[src/rtl/rll27_stream_encoder.sv]
// rll27_stream_encoder: serial RLL(2,7) encoder with valid/ready in and out, flush padding and codeword counter
// clk_i, rst_ni (async, active low); in_valid_i/in_data_i/in_ready_o source bit handshake;
// flush_i zero-pads a partial group; out_valid_o/out_bit_o/out_ready_i code bit or NRZI level handshake;
// busy_o work pending; word_cnt_o codewords loaded since reset
module rll27_stream_encoder #(
  parameter bit   NRZI_EN   = 1'b1,
  parameter logic NRZI_INIT = 1'b0,
  parameter int   CNT_W     = 16
) (
  input  logic             clk_i,
  input  logic             rst_ni,
  input  logic             in_valid_i,
  input  logic             in_data_i,
  output logic             in_ready_o,
  input  logic             flush_i,
  output logic             out_valid_o,
  output logic             out_bit_o,
  input  logic             out_ready_i,
  output logic             busy_o,
  output logic [CNT_W-1:0] word_cnt_o
);
  // {code length, MSB-aligned code}; zero when the group is not a complete source word
  function automatic logic [11:0] code_of(input logic [2:0] l, input logic [3:0] g);
    case ({l, g})
      7'b010_0010: code_of = {4'd4, 8'b0100_0000};
      7'b010_0011: code_of = {4'd4, 8'b1000_0000};
      7'b011_0000: code_of = {4'd6, 8'b0001_0000};
      7'b011_0010: code_of = {4'd6, 8'b1001_0000};
      7'b011_0011: code_of = {4'd6, 8'b0010_0000};
      7'b100_0010: code_of = {4'd8, 8'b0010_0100};
      7'b100_0011: code_of = {4'd8, 8'b0000_1000};
      default:     code_of = 12'd0;
    endcase
  endfunction
  logic [3:0] grp, grp_n, grp_a;
  logic [2:0] grp_len, grp_len_n, len_a;
  logic       cmpl, cmpl_n, flush_pend, flush_pend_n, level;
  logic [7:0] cw;
  logic [3:0] cw_len;
  logic [11:0] code;
  logic       acc, app, fire, load;
  always_comb begin
    in_ready_o   = rst_ni & ~cmpl & ~flush_pend;
    out_valid_o  = cw_len != 4'd0;
    fire         = out_valid_o & out_ready_i;
    load         = cmpl & (cw_len == 4'd0 | (cw_len == 4'd1 & fire));
    acc          = in_valid_i & in_ready_o;
    app          = acc | flush_pend;
    // padding appends a 0: in_ready_o is low during flush, so acc masks the data bit
    grp_a        = {grp[2:0], acc & in_data_i};
    len_a        = grp_len + 3'd1;
    code         = code_of(grp_len, grp);
    grp_n        = load ? 4'd0 : app ? grp_a : grp;
    grp_len_n    = load ? 3'd0 : app ? len_a : grp_len;
    cmpl_n       = load ? 1'b0 : app ? |code_of(len_a, grp_a) : cmpl;
    flush_pend_n = (flush_pend | (flush_i & ~cmpl)) & grp_len_n != 3'd0 & ~cmpl_n;
    busy_o       = grp_len != 3'd0 | cmpl | cw_len != 4'd0 | flush_pend;
    out_bit_o    = NRZI_EN ? level ^ cw[7] : cw[7];
  end
  always_ff @(posedge clk_i or negedge rst_ni)
    if (!rst_ni) begin
      grp        <= 4'd0;
      grp_len    <= 3'd0;
      cmpl       <= 1'b0;
      flush_pend <= 1'b0;
      cw         <= 8'd0;
      cw_len     <= 4'd0;
      level      <= NRZI_INIT;
      word_cnt_o <= '0;
    end else begin
      grp        <= grp_n;
      grp_len    <= grp_len_n;
      cmpl       <= cmpl_n;
      flush_pend <= flush_pend_n;
      cw         <= load ? code[7:0] : fire ? {cw[6:0], 1'b0} : cw;
      cw_len     <= load ? code[11:8] : fire ? cw_len - 4'd1 : cw_len;
      level      <= level ^ (NRZI_EN & fire & cw[7]);
      word_cnt_o <= word_cnt_o + CNT_W'(load);
    end
endmodule

[config.mk]
export PLATFORM = sky130hd
export DESIGN_NAME = rll27_stream_encoder
export DESIGN_NICKNAME = d
export VERILOG_FILES = /design/src/rtl/rll27_stream_encoder.sv
export SDC_FILE = /design/constraint.sdc
export NUM_CORES = 1
export LEC_CHECK = 0
export BUFFER_PORTS_ARGS = -buffer_cell sky130_fd_sc_hd__buf_2
export CAP_MARGIN = 0
export CORE_AREA = 2 2 77 79
export DETAILED_ROUTE_END_ITERATION = 12
export DIE_AREA = 0 0 79 81
export GPL_TIMING_DRIVEN = 0
export RECOVER_POWER = 100
export SLEW_MARGIN = 40
export SYNTH_ARGS = -nofsm -noshare
export SYNTH_HDL_FRONTEND = slang
export SYNTH_SLANG_ARGS = --single-unit
[constraint.sdc]
create_clock -name clk_i -period 2.9 [get_ports clk_i]
set_input_delay 0.29 -clock clk_i [delete_from_list [all_inputs] [get_ports clk_i]]
set_output_delay 0.29 -clock clk_i [all_outputs]
set_load 0.1 [all_outputs]
==> results of run 1 <==
## registers in the layout, summed over array words and instances (netlist names)
name	count
word_cnt_o	16
cw	6
cw_len	4
grp	4
grp_len	3
cmpl	1
flush_pend	1
level	1
## path summary, 6_finish.rpt
kind | startpoint | slack (ns) | endpoint
min | out_ready_i | 0.31 | level
min reg2reg | word_cnt_o[15] | 0.48 | word_cnt_o[15]
max in group asynchronous | rst_ni | 2.07 | cmpl
min in group asynchronous | rst_ni | 0.49 | word_cnt_o[13]
max reg2reg | cw_len[0] | 0.21 | word_cnt_o[12]
max | cw_len[0] | 0.21 | word_cnt_o[12]
## cells in the final DEF, fill, tap and decap left out, types with 5 or more instances in the layout
cell type,instances
dfrtp_1,36
clkbuf_1,19
nand2_1,17
xnor2_1,14
nor2_1,11
nand3_1,9
ha_1,9
a21oi_1,8
inv_1,7
nand4_1,7
mux2i_1,7
clkbuf_8,7
buf_2,5
xor2_1,5
## stage by stage
stage / std cells / instance area [um2]
2_1_floorplan: 177 / 1886
3_3_place_gp: 277 / 2105
3_5_place_dp: 277 / 2107
4_1_cts: 285 / 2241
5_1_grt: 286 / 2228
6_report: 286 / 2228
## layer usage
metal	part of all wire, %	vias to the layer above
met5	0	-
met4	1.4	0
met3	2.5	5
met2	48	14
met1	48	693
li1	-	694
## cell families (layout without fill, tap and decap cells)
group                    count (synthesis)  after routing
AND/OR/NAND/NOR                         61             61
AO/OA/AOI/OAI                           27             27
XOR/XNOR                                19             19
adder cells (fa/ha/maj)                 11             11
flip-flops                              36             36
multiplexers                             9              9
buffers and inverters                   14             48
## cells in the mapped netlist (2+ instances only)
master / number / area (um2)
a31oi_1: 3 / 18.77
nand2_1: 16 / 60.06
inv_1: 7 / 26.28
o22ai_2: 3 / 37.54
or4_1: 2 / 15.01
nand3_1: 9 / 45.04
a21oi_1: 8 / 40.04
xor2_1: 5 / 43.79
clkbuf_1: 2 / 7.510
xnor2_1: 14 / 122.6
dfrtp_1: 36 / 900.9
nand2_2: 2 / 12.51
nor2b_1: 2 / 12.51
nor3_1: 3 / 15.01
nand4_1: 7 / 43.79
ha_1: 11 / 137.6
mux2i_1: 7 / 70.07
and3_1: 3 / 18.77
nor2_1: 11 / 41.29
o21ai_1: 2 / 10.01
buf_2: 2 / 10.01
a211oi_1: 2 / 15.01
## worst max-delay path: stages, from the launching register on
cell and delay, ns:
dfrtp_1 0.40, inv_1 0.09, ha_1 0.21, a21oi_1 0.05, or4_1 0.38, buf_2 0.20
inv_4 0.16, ha_2 0.26, ha_2 0.23, nand4_1 0.20, nor3_2 0.25, xor2_1 0.17
## final cells by class
type                            instances  area (um2)
Clock inverter                          1       30.03
Fill cell                             602        3447
Timing Repair Buffer                   27       123.9
Buffer                                  4       23.77
Tap cell                               75       93.84
Clock buffer                            7       96.34
Inverter                                9       36.28
Multi-Input combinational cell        127       923.4
Sequential cell                        36       900.9
## where the power goes
group          internal, uW  switching, uW
combinational           231            506
clock                   303            176
sequential              600            114
total                  1130            796
## repair_timing
item | 4_1_cts | 5_1_grt
endpoints found under the hold margin | 36 | 0
resized for setup | 1 | 3
endpoints found under the setup margin | 2 | 3
hold buffers | 1 | 0
pin swaps | 1 | 1
buffers inserted | 0 | 1
==> impl.org, run 1 <==
** Hold path
- The min-delay analysis places its worst path in the category in -> reg.
- Min-Delay Path Depth :: 3

** Clocking
- Largest buffer count on any clock path :: 2
- Clock tree synthesis inserted a total of 5 buffers.
- In this run the number of H-tree levels came out at 2.
- Clock root buffer :: clkbuf_8
- Clock tree synthesis found a total of 36 sinks.
- TritonCTS built the clock tree.
- Clock-pin slew was measured on the worst setup and hold paths at 0.07 ns.
- Clock latency on the worst-skew pair :: 0.29 ns

** Layout
- The final layout contains 227 nets.
- The repair_antennas step left the layout with diodes totalling 0.
- Layout Area Growth over Synthesis :: 18.58%
- Fraction of layout cells with a size suffix above 1 :: 15.17%
- Measured on the finished design, the core utilization comes to between 30% and 40%.

** GRT
- Number of antenna violations at the first check in global routing :: 0
- In the global route stage, met2 resource usage came out at 20.00%.
- Global routing consumed, on the met1 layer, 15.45% of the routing resources.
- Via count of the first global-routing pass :: 1316
- Highest-utilization routing layer at the global route stage :: met2
- Wire length of the first global-routing pass :: 6058 um
- Overflow after GRT :: 0
- Global routing used about 12% of the available tracks.
- Pin count of the biggest net entering global routing :: 39
- Global routing used 2.778% of the available met3 tracks.

** Timing
- WHS :: 0.3150 ns
- Based on the critical path, the design can be clocked at up to ~370 MHz.
- Setup violations remaining at the end of the flow were counted as 0.
- Post-route fraction of the period consumed by the critical path :: 92.61%
- PnR worst setup slack :: 0.2144 ns
- Slew margin rel. :: 22.47%
- The final number of max-transition violations is 0.
- Adding up every negative setup slack in the final design gives 0 ns.
- The number of hold violations in the final report was 0.
- For the pin with the worst max-slew slack, the measured transition is approximately 1.2 ns.
- Crit path time final :: between 2 and 3 ns
- The clock arrives with just over 0.007 ns of skew.

** Synth
- Main combinational cell family by area after synthesis :: simple AND/OR/NAND/NOR gates
- The Yosys step of the flow raised 0 warnings.
- Multiplexer cells account for 4.927% of the synthesized area.
- Among all flip-flop cells after synthesis, the most frequent one is dfrtp_1.
- Post-synthesis share of cell area spent on and, or, nand and nor gates :: between 10% and 20%
- A synthesized cell averages 10.62 um2.
- Of all flip-flops after synthesis, the portion carrying an async set or reset was 100.0%.
- EDFF count, synth :: 0
- Mapped cell area :: 0.001879 mm2
- After synthesis the netlist holds a flip-flop and latch count of 36.
- Of the total synthesized cell area, the portion taken by XOR and XNOR cells is 8.855%.
- The synthesized netlist devotes 10.59% of its cell area to compound gates.
- The synthesized netlist contains 42 unique library cells.
- Synthesis handed over a netlist of around 180 instances.
- Portion of the post-synthesis area used by sequential elements :: a little under half
- The number of nets handed over by synthesis was 194.
- After Yosys synthesis, full adders, half adders and majority gates account for 7.324% of the synthesized area.

** Route
- For this block, the routed nets add up to 3686 um of wire.
- Dividing the detail-routed via count by the number of cells gives 4.916.
- Via total after detailed routing :: between 1000 and 1500
- Drt initial violations :: 72
- Remaining antenna violation count after routing :: 0
- # DRC :: 0
- After detailed routing, the average wire length per cell comes to 12.89 um.
- The pre-antenna-repair detailed-routing pass consisted of 4 iterations.

** Floorplan
- Count of standard-cell rows :: 28
- The floorplan step defined a core boundary enclosing 0.005675 mm2.
- The die is between 80 and 90 um tall.
- Starting density of the core :: about a third
- DIE AREA :: between 0.006 and 0.007 mm2
- During I/O placement, the number of pins put on the boundary was 26.
- Die X :: 79 um

** Place
- Worst-case setup slack after placement :: -0.08742 ns
- Gpl congestion :: 0.7720
- Buffers on Ports :: 25
- Placed wire-length estimate after detailed placement :: 2595 um

** Critical path
- The setup path with the least slack is of type reg -> reg.
- Of all nets on the critical path, the largest fanout is 12.
- Arrival @ worst endpoint :: 2.89 ns
- Reg2Reg Depth :: 11
- Data required time of the critical path :: 3.11 ns
- Worst Setup End Kind :: flip-flop
- Startpoint kind of the worst setup timing path :: flip-flop

** Flow run
- Across the run, the number of max-cap violations was 0.

** Power and ir drop
- Power after layout :: a little under 2000 uW
- Power spread over the standard cell area amounts to 865.7 mW/mm2.
- Peak supply drop :: 0.0004102 V
- In this run the static leakage power is roughly 0.0010 uW.

** Status
- The run finished with clean final reports.
Note: power is estimated with default switching activity, not from simulation.
==> run 2: changes to the inputs <==
CAP_MARGIN = 25   (was 0)
CELL_PAD_IN_SITES_DETAIL_PLACEMENT = 1   (was not set)
CELL_PAD_IN_SITES_GLOBAL_PLACEMENT = 2   (was not set)
PLACE_DENSITY_LB_ADDON = 0.1   (was not set)
==> impl.org, run 2 (same netlist as run 1, synthesis figures left out) <==
** Timing
- The final number of max-transition violations was 0 (unchanged).
- Final setup violating endpoints :: 0 (unchanged)
- The relative max-transition margin was 22.25% (-0.22 points).
- Maximum clock frequency :: 373.9 MHz (+0.42%)
- The transition time at the pin with the least slew margin was 1.171 ns (+0.003309 ns).
- The final clock period utilization by the worst path was 92.22% (-0.39 points).
- Unrepaired setup endpoints after global routing :: false
- Crit path time final :: 2.674 ns (-0.01126 ns)
- WHS :: 0.3195 ns (+0.004525 ns)
- Largest clock skew in the final design :: 0.005487 ns (-0.001745 ns)
- Final count of hold timing violations :: 0 (unchanged)

** GRT
- The number of global-route vias before repair is 1469 (+12%).
- The initial antenna violation count was 0 (unchanged).
- Overflow after GRT :: 0 (unchanged)
- Met2 layer usage reported by global route :: 24.83% (+4.8 points)
- The first-pass GRT wire length was 7327 um (+21%).
- The fraction of met3 tracks used by global routing was 3.778% (+1.0 points).
- Highest-utilization routing layer at the global route stage :: met2
- The global routing usage on met1 came to 18.63% (+3.2 points).
- Combined global-route utilization of all metal layers :: 14.95% (+2.9 points)
- Pin count of the biggest net entering global routing :: 39 (unchanged)

** Hold path
- In this run the worst hold path is classified as in -> reg.

** Route
- The total iterations of the first detailed-routing run came to 4 (unchanged).
- The count of nets left with antenna violations after detail routing is 0 (unchanged).
- Wire length per cell after detailed routing :: 14.67 um (+14%)
- # DRC :: 0 (unchanged)
- Via-per-instance ratio :: 4.927 (+0.21%)
- Final Routed Wirelength :: 4196 um (+14%)
- The via total after detailed routing is 1409 (+0.21%).
- The detailed router's first-iteration violation count was 45 (-38%).

** Floorplan
- The number of primary I/O pins was 26 (unchanged).
- The effective utilization at floorplan was 33.11% (unchanged).
- Area of the core region :: 0.005675 mm2 (unchanged)
- Die Ht :: 81 um (unchanged)
- The overall die width came to 79 um (unchanged).
- The area of the die is 0.006399 mm2 (unchanged).
- The floorplan row count was 28 (unchanged).

** Layout
- The layout cell share with drive strength beyond 1 is 13.27% (-1.9 points).
- Relative to the synthesized area, the layout overhead comes to 15.78%.
- Inserted Diodes :: 0 (unchanged)
- Registers with the highest flip-flop counts :: word_cnt_o x16, cw x6
- Top library cells by usage in the layout, fill and taps aside :: dfrtp_1, clkbuf_1, nand2_1
- The flip-flop count of the largest register after layout came to 16 (unchanged).
- Ranked by flip-flop count, first place goes to word_cnt_o.
- The area of all placed cells without fillers is 0.002176 mm2 (-2.4%).
- The library cell used most frequently in the layout, excluding fill and tap cells, is dfrtp_1.
- Nets@finish :: 227 (unchanged)

** Clocking
- The number of sinks driven by the clock tree is 36 (unchanged).
- The number of CTS-inserted buffers is 5 (unchanged).
- Clock root buffer :: clkbuf_8
- The latest clock arrival within the worst-skew pair was 0.29 ns (about the same).
- The largest buffer count on any clock path is 2 (unchanged).
- H-Tree Depth :: 2 (unchanged)
- Register clock-pin slew on the reported worst setup and hold paths :: 0.08 ns (about the same)
- Clock tree from TritonCTS :: done

** Power and ir drop
- The leakage power figure is 0.0009723 uW (-3.3%).
- Peak supply drop :: 0.0002629 V (-36%)
- Power after layout :: 1815 uW (-5.9%)
- The ratio of total power to cell area is 834.3 mW/mm2 (-3.6%).

** Critical path
- Arrival @ worst endpoint :: 2.85 ns (-0.04 ns)
- Crit-path max FO :: 12 (unchanged)
- Data required time of the critical path :: 3.08 ns (-0.03 ns)
- STA classifies the critical path endpoint as a flip-flop.
- In this design, the largest share of critical-path delay is due to adder cells.
- Worst-path cell chain :: inv_1 -> ha_1 -> a21oi_1 -> or4_1 -> buf_2 -> inv_4 -> ha_2 -> ha_2 -> nand4_1 -> clkbuf_4 -> xnor2_1
- Startpoint kind of the worst setup timing path :: flip-flop
- In this design, the critical path's most frequently occurring cell is ha_2.
- Critical path start-end classification :: reg -> reg
- The number of buffer and inverter stages on the critical path was 4 (+1).
- Worst path slowest cell :: dfrtp_1
- The delay of the slowest cell on the worst path was 0.40 ns (about the same).

** Place
- Placement-stage cell area :: 0.002107 mm2 (unchanged)
- The placed wire-length estimate is 3119 um (+20%).
- Buffers on Ports :: 25 (unchanged)
- The final weighted congestion of routability-driven global placement came to 0.8040 (+4.1%).

** Flow run
- The reported max-cap violation count came to 0 (unchanged).

** Status
- Run status :: finished clean
## run 2: cell type report
class                   count  area (um2)
well taps                  75       93.84
repair buffers             27       122.6
flip-flops and latches     36       900.9
clock inverters             2       16.27
clock buffers               6       72.57
inverters                   9       36.28
fillers                   670        3500
plain buffers               4       16.27
multi-input cells         127       917.1
## run 2: what timing repair did
| item | 4_1_cts | 5_1_grt |
|---|---|---|
| pin swaps | 1 | 2 |
| endpoints found under the setup margin | 4 | 3 |
| hold buffers | 1 | 0 |
| buffers inserted | 0 | 1 |
| endpoints found under the hold margin | 36 | 0 |
| gates resized for setup | 1 | 3 |
## run 2: tightest hold or removal path, stage by stage
cell     delay (ns)
buf_2          0.09
a32oi_1        0.09
nor2_1         0.09
## run 2: metrics by stage
step	utilization, %	instances	setup slack [ns]	TNS (ns)
finish	38.34	286	0.2256	0
global route	38.34	286	0.01800	0
CTS	38.82	285	0.006333	0
detailed placement	37.13	277	-0.1577	-0.2703
global placement	37.08	277	-0.1589	-0.2014
floorplan	-	177	0.09736	0
## run 2: path summary, 6_finish.rpt
path	to	depth (start not counted)	slack, ns	startpoint
worst min-delay path	grp[0]	3	0.32	in_data_i
worst max-delay path	word_cnt_o[8]	11	0.23	cw_len[0]
worst max register to register	word_cnt_o[8]	11	0.23	cw_len[0]
max in group asynchronous	grp_len[0]	2	2.05	rst_ni
worst min register to register	word_cnt_o[15]	1	0.48	word_cnt_o[15]
min in group asynchronous	grp[0]	2	0.50	rst_ni
## run 2: report_power, final
group / switching, uW / internal, uW / total [uW]
clock network: 187 / 171 / 358
registers: 116 / 599 / 715
logic: 514 / 229 / 743
total: 816 / 999 / 1820
## run 2: metal layers
metal  up-vias  share of wire [%]
li1        688                  -
met1       686                 45
met2        28                 50
met3         7                3.6
met4         0                1.8
met5         -                  0
